--- src/rtl/pipeline_elastic.sv ---
// pipeline_elastic: parametrised valid/ready register pipeline with bubble collapse and synchronous flush.
// Latency: Depth cycles from acceptance to out_data when unstalled (Depth==0 is a combinational pass-through).
// Backpressure: the ready chain runs combinationally from out_ready, so a full pipe still accepts while draining.
//
// Ports:
//   clk, rst_n            clock (rising edge) and asynchronous active-low reset
//   flush                 synchronous clear of all stages; blocks input while high
//   in_valid/in_ready/in_data     producer handshake
//   out_valid/out_ready/out_data  consumer handshake (stage Depth-1)
//   occupancy             number of valid stages (only with PIPELINE_ELASTIC_OCCUPANCY_EN defined)
//
// Parameters: Width (data bits), Depth (stages, 0 = pass-through), ResetData (1 = data flops reset to 0).
// Optional feature macro: PIPELINE_ELASTIC_OCCUPANCY_EN adds the occupancy counter port.
module pipeline_elastic #(
  parameter int Width     = 8,
  parameter int Depth     = 3,
  parameter int ResetData = 0
) (
  input  logic             clk,
  input  logic             rst_n,
  input  logic             flush,
  input  logic             in_valid,
  output logic             in_ready,
  input  logic [Width-1:0] in_data,
  output logic             out_valid,
  input  logic             out_ready,
  output logic [Width-1:0] out_data
`ifdef PIPELINE_ELASTIC_OCCUPANCY_EN
  ,
  output logic [((Depth == 0) ? 1 : $clog2(Depth + 1))-1:0] occupancy
`endif
);

`ifdef PIPELINE_ELASTIC_OCCUPANCY_EN
  localparam int OccW = (Depth == 0) ? 1 : $clog2(Depth + 1);
`endif

  generate
    if (Depth == 0) begin : g_pass
      // No state: clock and reset are intentionally unused here.
      logic unused_clk_rst;
      assign unused_clk_rst = clk ^ rst_n;

      assign out_valid = in_valid && !flush;
      assign out_data  = in_data;
      assign in_ready  = out_ready && !flush;

`ifdef PIPELINE_ELASTIC_OCCUPANCY_EN
      assign occupancy = '0;
`endif
    end else begin : g_pipe
      logic [Depth-1:0]            v;
      logic [Depth-1:0]            rdy;
      logic [Depth-1:0]            vin;
      logic [Depth-1:0][Width-1:0] d;
      logic [Depth-1:0][Width-1:0] din;
      logic                        in_fire;
      logic                        out_fire;

      // A stage can take new contents if it is empty or its successor can
      // take its contents; empty stages ahead of a stall let bubbles collapse.
      always_comb begin
        rdy            = '0;
        rdy[Depth-1]   = !v[Depth-1] || out_ready;
        for (int i = Depth - 2; i >= 0; i--) begin
          rdy[i] = !v[i] || rdy[i+1];
        end
      end

      assign in_ready  = rdy[0] && !flush;
      assign in_fire   = in_valid && in_ready;
      assign out_valid = v[Depth-1];
      assign out_data  = d[Depth-1];
      assign out_fire  = out_valid && out_ready;

      // Incoming contents for each stage: stage 0 from the producer, others
      // from their predecessor.
      always_comb begin
        vin    = '0;
        din    = '0;
        vin[0] = in_fire;
        din[0] = in_data;
        for (int i = 1; i < Depth; i++) begin
          vin[i] = v[i-1];
          din[i] = d[i-1];
        end
      end

      always_ff @(posedge clk or negedge rst_n) begin
        if (!rst_n) begin
          v <= '0;
        end else if (flush) begin
          v <= '0;
        end else begin
          for (int i = 0; i < Depth; i++) begin
            if (rdy[i]) v[i] <= vin[i];
          end
        end
      end

      // Data only moves with a valid item; a bubble moves the valid bit alone.
      if (ResetData != 0) begin : g_dat_rst
        always_ff @(posedge clk or negedge rst_n) begin
          if (!rst_n) begin
            d <= '0;
          end else begin
            for (int i = 0; i < Depth; i++) begin
              if (rdy[i] && vin[i]) d[i] <= din[i];
            end
          end
        end
      end else begin : g_dat_norst
        always_ff @(posedge clk) begin
          for (int i = 0; i < Depth; i++) begin
            if (rdy[i] && vin[i]) d[i] <= din[i];
          end
        end
      end

`ifdef PIPELINE_ELASTIC_OCCUPANCY_EN
      logic [OccW-1:0] occ;

      always_ff @(posedge clk or negedge rst_n) begin
        if (!rst_n) begin
          occ <= '0;
        end else if (flush) begin
          occ <= '0;
        end else if (in_fire && !out_fire) begin
          occ <= occ + OccW'(1);
        end else if (out_fire && !in_fire) begin
          occ <= occ - OccW'(1);
        end
      end

      assign occupancy = occ;

`ifndef SYNTHESIS
      a_occ_matches_valid : assert property (
        @(posedge clk) disable iff (!rst_n) occ == OccW'($countones(v))
      );
`endif
`endif
    end
  endgenerate

endmodule

--- config.mk ---
export PLATFORM = sky130hd
export DESIGN_NAME = pipeline_elastic
export DESIGN_NICKNAME = d
export VERILOG_FILES = /design/src/rtl/pipeline_elastic.sv
export SDC_FILE = /design/constraint.sdc
export NUM_CORES = 1
export LEC_CHECK = 0
export ABC_AREA = 1
export CAP_MARGIN = 25
export CORE_ASPECT_RATIO = 0.6
export CORE_MARGIN = 4
export CORE_UTILIZATION = 24
export CTS_CLUSTER_DIAMETER = 120
export DETAILED_ROUTE_END_ITERATION = 16
export GPL_TIMING_DRIVEN = 1
export PLACE_DENSITY_LB_ADDON = 0.3
export RECOVER_POWER = 100
export SYNTH_ARGS = -nofsm -noshare
export SYNTH_HDL_FRONTEND = slang
export SYNTH_SLANG_ARGS = --single-unit
--- constraint.sdc ---
create_clock -name clk -period 3.6 [get_ports clk]
set_input_delay 0.72 -clock clk [delete_from_list [all_inputs] [get_ports clk]]
set_output_delay 0.72 -clock clk [all_outputs]
set_load 0.02 [all_outputs]
==> qor.yml <==
status:
  outcome: "finished, final reports clean"
cells_and_area:
  final_cell_mix: "edfxtp_1, dlygate4sd3_1, inv_1, nand2_1"
  area_growth_pct: 27.9
  finalNetCount: 84
  drive_above_1_share: 0.0714
  layout_commonest_cell: "edfxtp_1"
  num_antenna_cells: 0
grt:
  grt_max_degree: 17
  grt_pass1_vias: 398
  overflow: 0
  grt_antenna_before_repair: 0
  grt_usage: 0.0496
  grt_pass1_wl_um: 1810
cts:
  htreeDepth: 1
  cts_hold_buf: 0
  root_buffer: "clkbuf_8"
  cts_made_buffers: 3
  cts_buffer_depth: 2
  post_cts_resized: 0
  clkSlewWorstSetupHoldPaths_ns: 0.08
  clock-sinks: 27
  cts_tree: "done"
  clkLatencyLatePin_ns: 0.27
  post-cts-setup-buffer-count: 0
sta:
  worst_pin_slew_ns: 0.697
  rsz0062_at_grt: "no"
  fin_ws_ns: 0.582
  min_period_ns: 3.02
  slew_headroom: 0.536
  max_freq_mhz: 331
  period_share: 0.838
  finalHoldViolations: 0
  tns_ns: 0
  finalSetupViolations: 0
  slew_violations: 0
  finalClockSkew_ns: 0.00158
worst_setup_path:
  rrSetupSlack_ns: 2.10
  endpoint_kind: "output pin"
  worstSetupPathType: "primary input to output pin"
  critPathBufInv: 4
  cp.arrival_ns: 2.30
  critPathTopFamily: "buffers and inverters"
  critPathMaxFanout: 4
  cp_slowest_stage_delay_ns: 0.64
  start_kind: "primary input"
  worstPathRequired_ns: 2.88
  path_cells: "dlygate4sd3_1 -> inv_1 -> nand4_1 -> nand2_1 -> inv_1 -> dlygate4sd3_1"
  slowest_stage: "dlygate4sd3_1"
yosys:
  ys_ff_latch: 27
  syn_area_um2: 938
  synthesis.nets: 65
  syn_inst: 52
  synth.top_cells.by_area: "edfxtp_1, dfrtp_1, buf_4"
  yosysTopAreaCellShare: 0.768
  avgSynthCellArea_um2: 18.0
  seq_area_frac_synth: 0.848
  yosysWarningCount: 0
  synth_largest_area_cell: "edfxtp_1"
  synth_cell_types: 11
routing:
  wl_per_cell_um: 10.0
  firstDrtPassIters: 2
  routed_wl_um: 1170
  via_per_inst: 3.30
  ant_nets: 0
  drc: 0
  drt_iter0_drc: 8
  vias: 386
placed_design:
  place.gp.congestion: 0.667
  dp_hpwl_um: 958
  post-place-ws_ns: 0.812
  port_buffers: 22
die:
  std_cell_rows: 17
  start_util: 0.252
  die_h_um: 56.4
  dieArea_um2: 5010
  ios: 23
  core_area_um2: 3720
  die_w_um: 88.7
power:
  power_density_nw_per_um2: 464
  cellLeakagePower_nw: 0.427
  p_total_mw: 0.557
  ir_drop_uv: 205
worst_hold_path:
  hp-class: "flip-flop to flip-flop"
flow_run:
  drv_cap: 0
-- through the flow --
| stage | hold slack (ns) | utilization | area (µm²) | cells |
|---|---|---|---|---|
| floorplan | 0.400 | - | 938 | 52 |
| global placement | 0.411 | 0.311 | 1160 | 113 |
| detailed placement | 0.405 | 0.311 | 1160 | 113 |
| CTS | 0.421 | 0.324 | 1210 | 117 |
| global route | 0.419 | 0.322 | 1200 | 117 |
| finish | 0.424 | 0.322 | 1200 | 117 |
-- cell usage after synthesis --
master / instances
edfxtp_1: 24
a21oi_2: 1
inv_1: 6
nand2_1: 4
buf_4: 8
dfrtp_1: 3
nand4_2: 1
a21oi_1: 2
o21ai_1: 1
nor2_1: 1
nand3_1: 1
-- where the power goes --
group / internal (mW) / total, mW / switching, mW
combinational: 0.0151 / 0.0304 / 0.0153
clock: 0.0783 / 0.165 / 0.0867
sequential: 0.358 / 0.362 / 0.00419
-- path summary, 6_finish.rpt --
| path | startpoint | to | depth (start not counted) |
|---|---|---|---|
| worst max-delay path | out_ready | in_ready | 6 |
| worst min-delay path | g_pipe.d[1] | g_pipe.d[9] | 0 |
| worst max register to register | g_pipe.v[2] | g_pipe.d[4] | 3 |
| worst min register to register | g_pipe.d[1] | g_pipe.d[9] | 0 |
| max in group asynchronous | rst_n | g_pipe.v[1] | 1 |
| min in group asynchronous | rst_n | g_pipe.v[0] | 1 |
-- layout make-up --
| type | count | area [µm²] |
|---|---|---|
| clock inverter | 1 | 7.51 |
| sequential | 27 | 796 |
| timing repair buffer | 22 | 220 |
| inverter | 6 | 22.5 |
| fill | 361 | 2520 |
| clock buffer | 3 | 41.3 |
| multi-input combinational | 11 | 53.8 |
| tap | 47 | 58.8 |
-- registers in the layout, summed over array words and instances, names as in the netlist --
name	flops
out_data	8
g_pipe.v	3
g_pipe.d	16
-- cell families (layout without fill, tap and decap cells) --
| group | count (synthesis) | in the layout | synth area share |
|---|---|---|---|
| compound gates | 4 | 4 | 0.0253 |
| buf+inv | 14 | 32 | 0.0880 |
| flops | 27 | 27 | 0.848 |
| simple gates | 7 | 7 | 0.0387 |
-- metal layers --
metal | up-vias | routed length (µm) | global-route usage | part of all wire
met1 | 154 | 645 | 0.0720 | 0.55
met2 | 20 | 381 | 0.0529 | 0.32
met3 | 4 | 121 | 0.0323 | 0.10
met4 | 0 | 25 | 0.0259 | 0.021
li1 | 208 | - | - | -
met5 | - | 0 | 0 | 0
-- worst register-to-register path, cell delays in order (launching register included) --
cell	delay (ns)
dfrtp_1	0.43
nand4_1	0.15
nand2_1	0.09
nor2_1	0.48
Power figures use the tool's default switching activity.
==> patch 1 (same flow settings) <==
Add a define of `PIPELINE_ELASTIC_OCCUPANCY_EN`.
--- a/src/rtl/pipeline_elastic.sv
+++ b/src/rtl/pipeline_elastic.sv
@@ -12,4 +12,6 @@
 // Parameters: Width (data bits), Depth (stages, 0 = pass-through), ResetData (1 = data flops reset to 0).
 // Optional feature macro: PIPELINE_ELASTIC_OCCUPANCY_EN adds the occupancy counter port.
+`define PIPELINE_ELASTIC_OCCUPANCY_EN
+
 module pipeline_elastic #(
   parameter int Width     = 8,
Behaviour (old outputs only; new: occupancy): unchanged (Yosys induction, for registers that start in step).
==> patch 1 against the original RTL <==
Clock skew grew 0.0032 ns. Sequential power grew 8.3%. Clock power grew 48%. Worst setup slack is essentially flat. Cell area grew 18%. Synthesized area grew 15%. Total power grew 24%. Sequential share of layout area shrank 6.3 points. Routed wire length grew 41%. Synthesized cell count grew 42%. Cell count grew 35%. Utilization grew 1.1 points. Sequential cell count grew 2. Critical endpoint unchanged. Largest cell class unchanged. Highest routed layer unchanged.
==> patch 1: results (changes against the original RTL) <==
GPL Wtd Cong -> 0.710 (was 0.667)
Layout cells sized above 1 -> 8.16% (was 7.14%)
Clock latency on the worst-skew pair -> 0.27 ns (about the same)
# Post-CTS Setup Buffers -> 0 (unchanged)
Adder-cell area share of the yosys netlist -> 0% (unchanged)
Number of gates resized after cts -> 0 (unchanged)
WHS Endpoint -> out_data[7] (was g_pipe.d[9])
Final nets -> 110 (was 84)
DP Area -> 1340 µm² (was 1160 µm²)
Count of TritonRoute iterations in the first routing pass -> 4 (was 2)
Hold slack -> 0.415 ns (was 0.424 ns)
Wire length per cell -> 10.5 µm (was 10.0 µm)
Share of flip-flops with an asynchronous set or reset -> 17.2% (was 11.1%)
H-tree depth -> 2 (was 1)
Ant diodes -> 0 (unchanged)
Placed insts -> 150 (was 113)
Synth unique cells -> 14 (was 11)
XOR/XNOR share of the synthesized area -> 0.810% (was 0%)
Sequential share of the synthesized area -> 78.2% (was 84.8%)
Status -> completed (unchanged)
Pleak -> 0.566 nW (was 0.427 nW)
First-pass GRT wire length -> 2850 µm (was 1810 µm)
Largest cells by area after synthesis -> edfxtp_1 67%, dfrtp_1 12%, buf_4 5.6%, nand2_1 5.2%, inv_1 3.1% (was edfxtp_1 77%, dfrtp_1 8.0%, buf_4 6.4%, inv_1 2.4%, nand2_1 1.6%)
Reg clk slew, reported paths -> 0.06 ns (was 0.08 ns)
Vias in the first global route -> 590 (was 398)
CTS buffer count -> 5 (was 3)
Crit path max fanout -> 7 (was 4)
Slowest CP cell -> dlygate4sd3_1 (unchanged)
Critical path's largest stage delay -> 0.66 ns (was 0.64 ns)
All-Layer GR Usage -> 7.06% (was 4.96%)
Pin count of the biggest net entering global routing -> 10 (was 17)
Drt first-iter violations -> 38 (was 8)
Commonest cells in the synthesized netlist -> 24 x edfxtp_1, 15 x nand2_1, 9 x inv_1 (was 24 x edfxtp_1, 8 x buf_4, 6 x inv_1)
Cell count of the worst hold path -> 0 (unchanged)
Worst reg2reg path endpoint -> out_data[2] (was g_pipe.d[4])
Max reg flops -> 16 (unchanged)
Compound-gate portion of the synthesized area -> 3.13% (was 2.53%)
Syn_nets -> 87 (was 65)
Hold Path Origin -> g_pipe.d[15] (was g_pipe.d[1])
Routed WL -> 1650 µm (was 1170 µm)
Yosys warning total -> 0 (unchanged)
Buffers added on ports -> 24 (was 22)
Hold Path Class -> reg -> reg (unchanged)
Reg2reg start -> g_pipe.v[2] (unchanged)
R2r setup slk -> 2.18 ns (was 2.10 ns)
Clk buf depth -> 2 (unchanged)
Most flops, register -> g_pipe.d (unchanged)
Setup Skew -> 0.00479 ns (was 0.00158 ns)
Via Count -> 560 (was 386)
Worst-Margin Slew -> 0.727 ns (was 0.697 ns)
DP Wirelength -> 1290 µm (was 958 µm)
Critical Path AT -> 2.30 ns (about the same)
Fraction of synthesized area in multiplexers -> 0% (unchanged)
Max VDD drop -> 218 µV (was 205 µV)
Setup_tns -> 0 ns (unchanged)
Worst reg2reg path depth -> 1 (was 3)
CTS root buffer -> clkbuf_8 (unchanged)
Syn avg cell area -> 14.6 µm² (was 18.0 µm²)
==> patch 1: power breakdown <==
group           total, W  internal, W  leakage [nW]  switching [W]
combinational  0.0000550    0.0000245         0.232      0.0000305
clock           0.000244     0.000133        0.0450       0.000111
sequential      0.000392     0.000384         0.290     0.00000811
total           0.000691     0.000542         0.566       0.000150
==> patch 1: area by class of cell <==
type	count	area (µm²)
Sequential cell	29	846
Clock inverter	2	10.0
Tap cell	60	75.1
Timing Repair Buffer	24	240
Inverter	9	33.8
Multi-Input combinational cell	28	133
Fill cell	444	2820
Clock buffer	6	72.6
==> patch 1: per-stage QoR <==
step | setup slack, ns | util [%]
after floorplan | 1.79 | -
after detailed placement | 0.715 | 31.6
after CTS | 0.714 | 33.5
after global placement | 0.786 | 31.6
final | 0.582 | 33.3
after global routing | 0.510 | 33.3
==> patch 1: worst max-delay path by stage <==
stage                    from        to  slack, ns
global placement        flush  in_ready       0.79
finish                  flush  in_ready       0.58
CTS                     flush  in_ready       0.71
detailed placement      flush  in_ready       0.72
floorplan           out_ready  in_ready       1.79
global route        out_ready  in_ready       0.51
==> patch 1: cell families (layout without fill, tap and decap cells) <==
logic type	count (synthesis)	in the layout
flip-flops	29	29
buffers and inverters	17	41
XOR/XNOR	1	1
AO/OA/AOI/OAI	6	6
AND/OR/NAND/NOR	21	21
==> patch 1: metal layers <==
| layer | global-route usage [%] | share of wire (%) |
|---|---|---|
| met1 | 9.24 | 53 |
| met2 | 8.42 | 36 |
| met3 | 5.66 | 11 |
| met4 | 2.46 | 0.60 |
| met5 | 0 | 0 |
==> patch 1: critical path: cells and delay by family <==
kind                   cells  cell delay (ns)
buffers and inverters      4             1.50
and+or+nand+nor            1             0.07
==> patch 2 (same flow settings) <==
Made on the original files. Change the parameter `ResetData` from 0 to 1. Comments in the files are not updated.
--- a/src/rtl/pipeline_elastic.sv
+++ b/src/rtl/pipeline_elastic.sv
@@ -15,5 +15,5 @@
   parameter int Width     = 8,
   parameter int Depth     = 3,
-  parameter int ResetData = 0
+  parameter int ResetData = 1
 ) (
   input  logic             clk,
Formal check against the unedited RTL: not equivalent (Yosys sat finds a counterexample within 4 cycles, from zero or initial values and one cycle with rst_n low).
==> patch 2 against the original RTL <==
Sequential cell count did not move. Synthesized area increased by 24%. Worst setup slack worse by 0.092 ns. Routed wire length up 91%. Cell count rose by 73%. Cell area grew 17%.
Power is not compared: it rests on default switching activity, and its combinational part moved more than twofold at a synthesized area within 25%.
==> patch 2: results (changes against the original RTL) <==
Status -> completed (unchanged)
Critical Path AT -> 2.39 ns (was 2.30 ns)
Syn_nets -> 139 (was 65)
Commonest cells in the synthesized netlist -> 43 x nand2_1, 27 x dfrtp_1, 10 x nand3_1 (was 24 x edfxtp_1, 8 x buf_4, 6 x inv_1)
Slowest CP cell -> dlygate4sd3_1 (unchanged)
Fraction of synthesized area in multiplexers -> 0% (unchanged)
Buffers added on ports -> 22 (unchanged)
Pin count of the biggest net entering global routing -> 28 (was 17)
Fin. Hold Viols -> 0 (unchanged)
Cell family with most CP delay -> buffers and inverters (unchanged)
Vias in the first global route -> 781 (was 398)
Fill cells -> 498 (was 361)
Compound-gate portion of the synthesized area -> 3.87% (was 2.53%)
DP Wirelength -> 1810 µm (was 958 µm)
All-Layer GR Usage -> 8.05% (was 4.96%)
Synth unique cells -> 16 (was 11)
Drt first-iter violations -> 48 (was 8)
Clock latency on the worst-skew pair -> 0.27 ns (about the same)
Clk buf depth -> 2 (unchanged)
Yosys warning total -> 0 (unchanged)
Via Count -> 837 (was 386)
Ant diodes -> 0 (unchanged)
Hold Path Class -> reg -> reg (unchanged)
Pleak -> 0.694 nW
Max reg flops -> 16 (unchanged)
First-pass GRT wire length -> 3770 µm (was 1810 µm)
Reg clk slew, reported paths -> 0.09 ns
Count of TritonRoute iterations in the first routing pass -> 4 (was 2)
Largest cells by area after synthesis -> dfrtp_1 58%, nand2_1 14%, buf_4 5.8%, nand4_1 4.8%, nand3_1 4.3% (was edfxtp_1 77%, dfrtp_1 8.0%, buf_4 6.4%, inv_1 2.4%, nand2_1 1.6%)
XOR/XNOR share of the synthesized area -> 0% (unchanged)
Max VDD drop -> 148 µV
Critical path's largest stage delay -> 0.67 ns (was 0.64 ns)
Crit path max fanout -> 12 (was 4)
Endpoints failing setup -> 0 (unchanged)
# Post-CTS Setup Buffers -> 0 (unchanged)
Number of gates resized after cts -> 0 (unchanged)
Layout cells sized above 1 -> 3.60% (was 7.14%)
Initial antenna violation count -> 0 (unchanged)
Setup Skew -> 0.00541 ns (was 0.00158 ns)
Sequential share of the synthesized area -> 58.0% (was 84.8%)
Wire length per cell -> 11.1 µm (was 10.0 µm)
Internal Dissipation -> 0.000486 W
Share of flip-flops with an asynchronous set or reset -> 100% (was 11.1%)
Adder-cell area share of the yosys netlist -> 0% (unchanged)
CTS buffer count -> 3 (unchanged)
Final nets -> 153 (was 84)
GPL Wtd Cong -> 0.784 (was 0.667)
Slew HR -> 6.81% (was 53.6%)
Most flops, register -> g_pipe.d (unchanged)
CTS root buffer -> clkbuf_8 (unchanged)
[patch 2: cell types whose count changed after synthesis, moves of 2 or more]
cell	unedited run	this run
edfxtp_1	24	0
nand3_1	1	10
o21ai_0	0	5
nor2_1	1	3
nand2_2	0	2
dfrtp_1	3	27
buf_2	0	4
nand4_1	0	9
nand2_1	4	43
[patch 2: cells by family after synthesis]
kind of cell | count (synthesis)
AND/OR/NAND/NOR | 69
AO/OA/AOI/OAI | 9
flip-flops | 27
buffers and inverters | 21
[patch 2: stage by stage]
| stage | hold WS, ns | setup WS, ns | power [W] | cells | cell area, µm² |
|---|---|---|---|---|---|
| after floorplan | 0.424 | 1.59 | 0.000481 | 126 | 1160 |
| after global placement | 0.457 | 0.637 | 0.000524 | 198 | 1380 |
| after detailed placement | 0.460 | 0.634 | 0.000529 | 198 | 1380 |
| after CTS | 0.482 | 0.632 | 0.000698 | 202 | 1430 |
| after global routing | 0.498 | 0.429 | 0.000716 | 202 | 1400 |
| final | 0.471 | 0.490 | 0.000675 | 202 | 1400 |
[patch 2: final cells by class]
cell class,count,area [µm²],share of cell area (%)
clock inverters,1,7.51,0.537
well taps,63,78.8,5.64
flip-flops and latches,27,676,48.3
repair buffers,24,231,16.5
inverters,6,22.5,1.61
clock buffers,3,41.3,2.95
multi-input cells,78,342,24.4
[patch 2: final timing paths]
path / start / slack (ns) / endpoint / cells past startpoint
worst max-delay path: flush / 0.49 / in_ready / 5
worst min-delay path: out_data[0] / 0.47 / out_data[0] / 2
worst max register to register: g_pipe.v[1] / 2.19 / g_pipe.d[15] / 4
worst min register to register: out_data[0] / 0.47 / out_data[0] / 2
max in group asynchronous: rst_n / 1.48 / g_pipe.d[5] / 2
min in group asynchronous: rst_n / 1.30 / out_data[0] / 2
[patch 2: worst min-delay path: stages, from the launching register on]
cell and delay (ns):
dfrtp_1 0.35, nand2_1 0.05, nand2_1 0.04
[patch 2: layer usage]
metal | track usage (%) | vias to the layer above | wire length [µm]
li1 | - | 423 | -
met1 | 11.9 | 386 | 1210
met2 | 10.5 | 28 | 827
met3 | 4.24 | 0 | 198
met4 | 0.592 | 0 | 0
met5 | 0 | - | 0
[patch 2: power by group through the flow]
stage	clock (W)	sequential, W	combinational (W)
after global routing	0.000187	0.000382	0.000148
after floorplan	0	0.000374	0.000107
after detailed placement	0	0.000384	0.000145
after global placement	0	0.000380	0.000143
after CTS	0.000175	0.000378	0.000145
final	0.000167	0.000376	0.000132
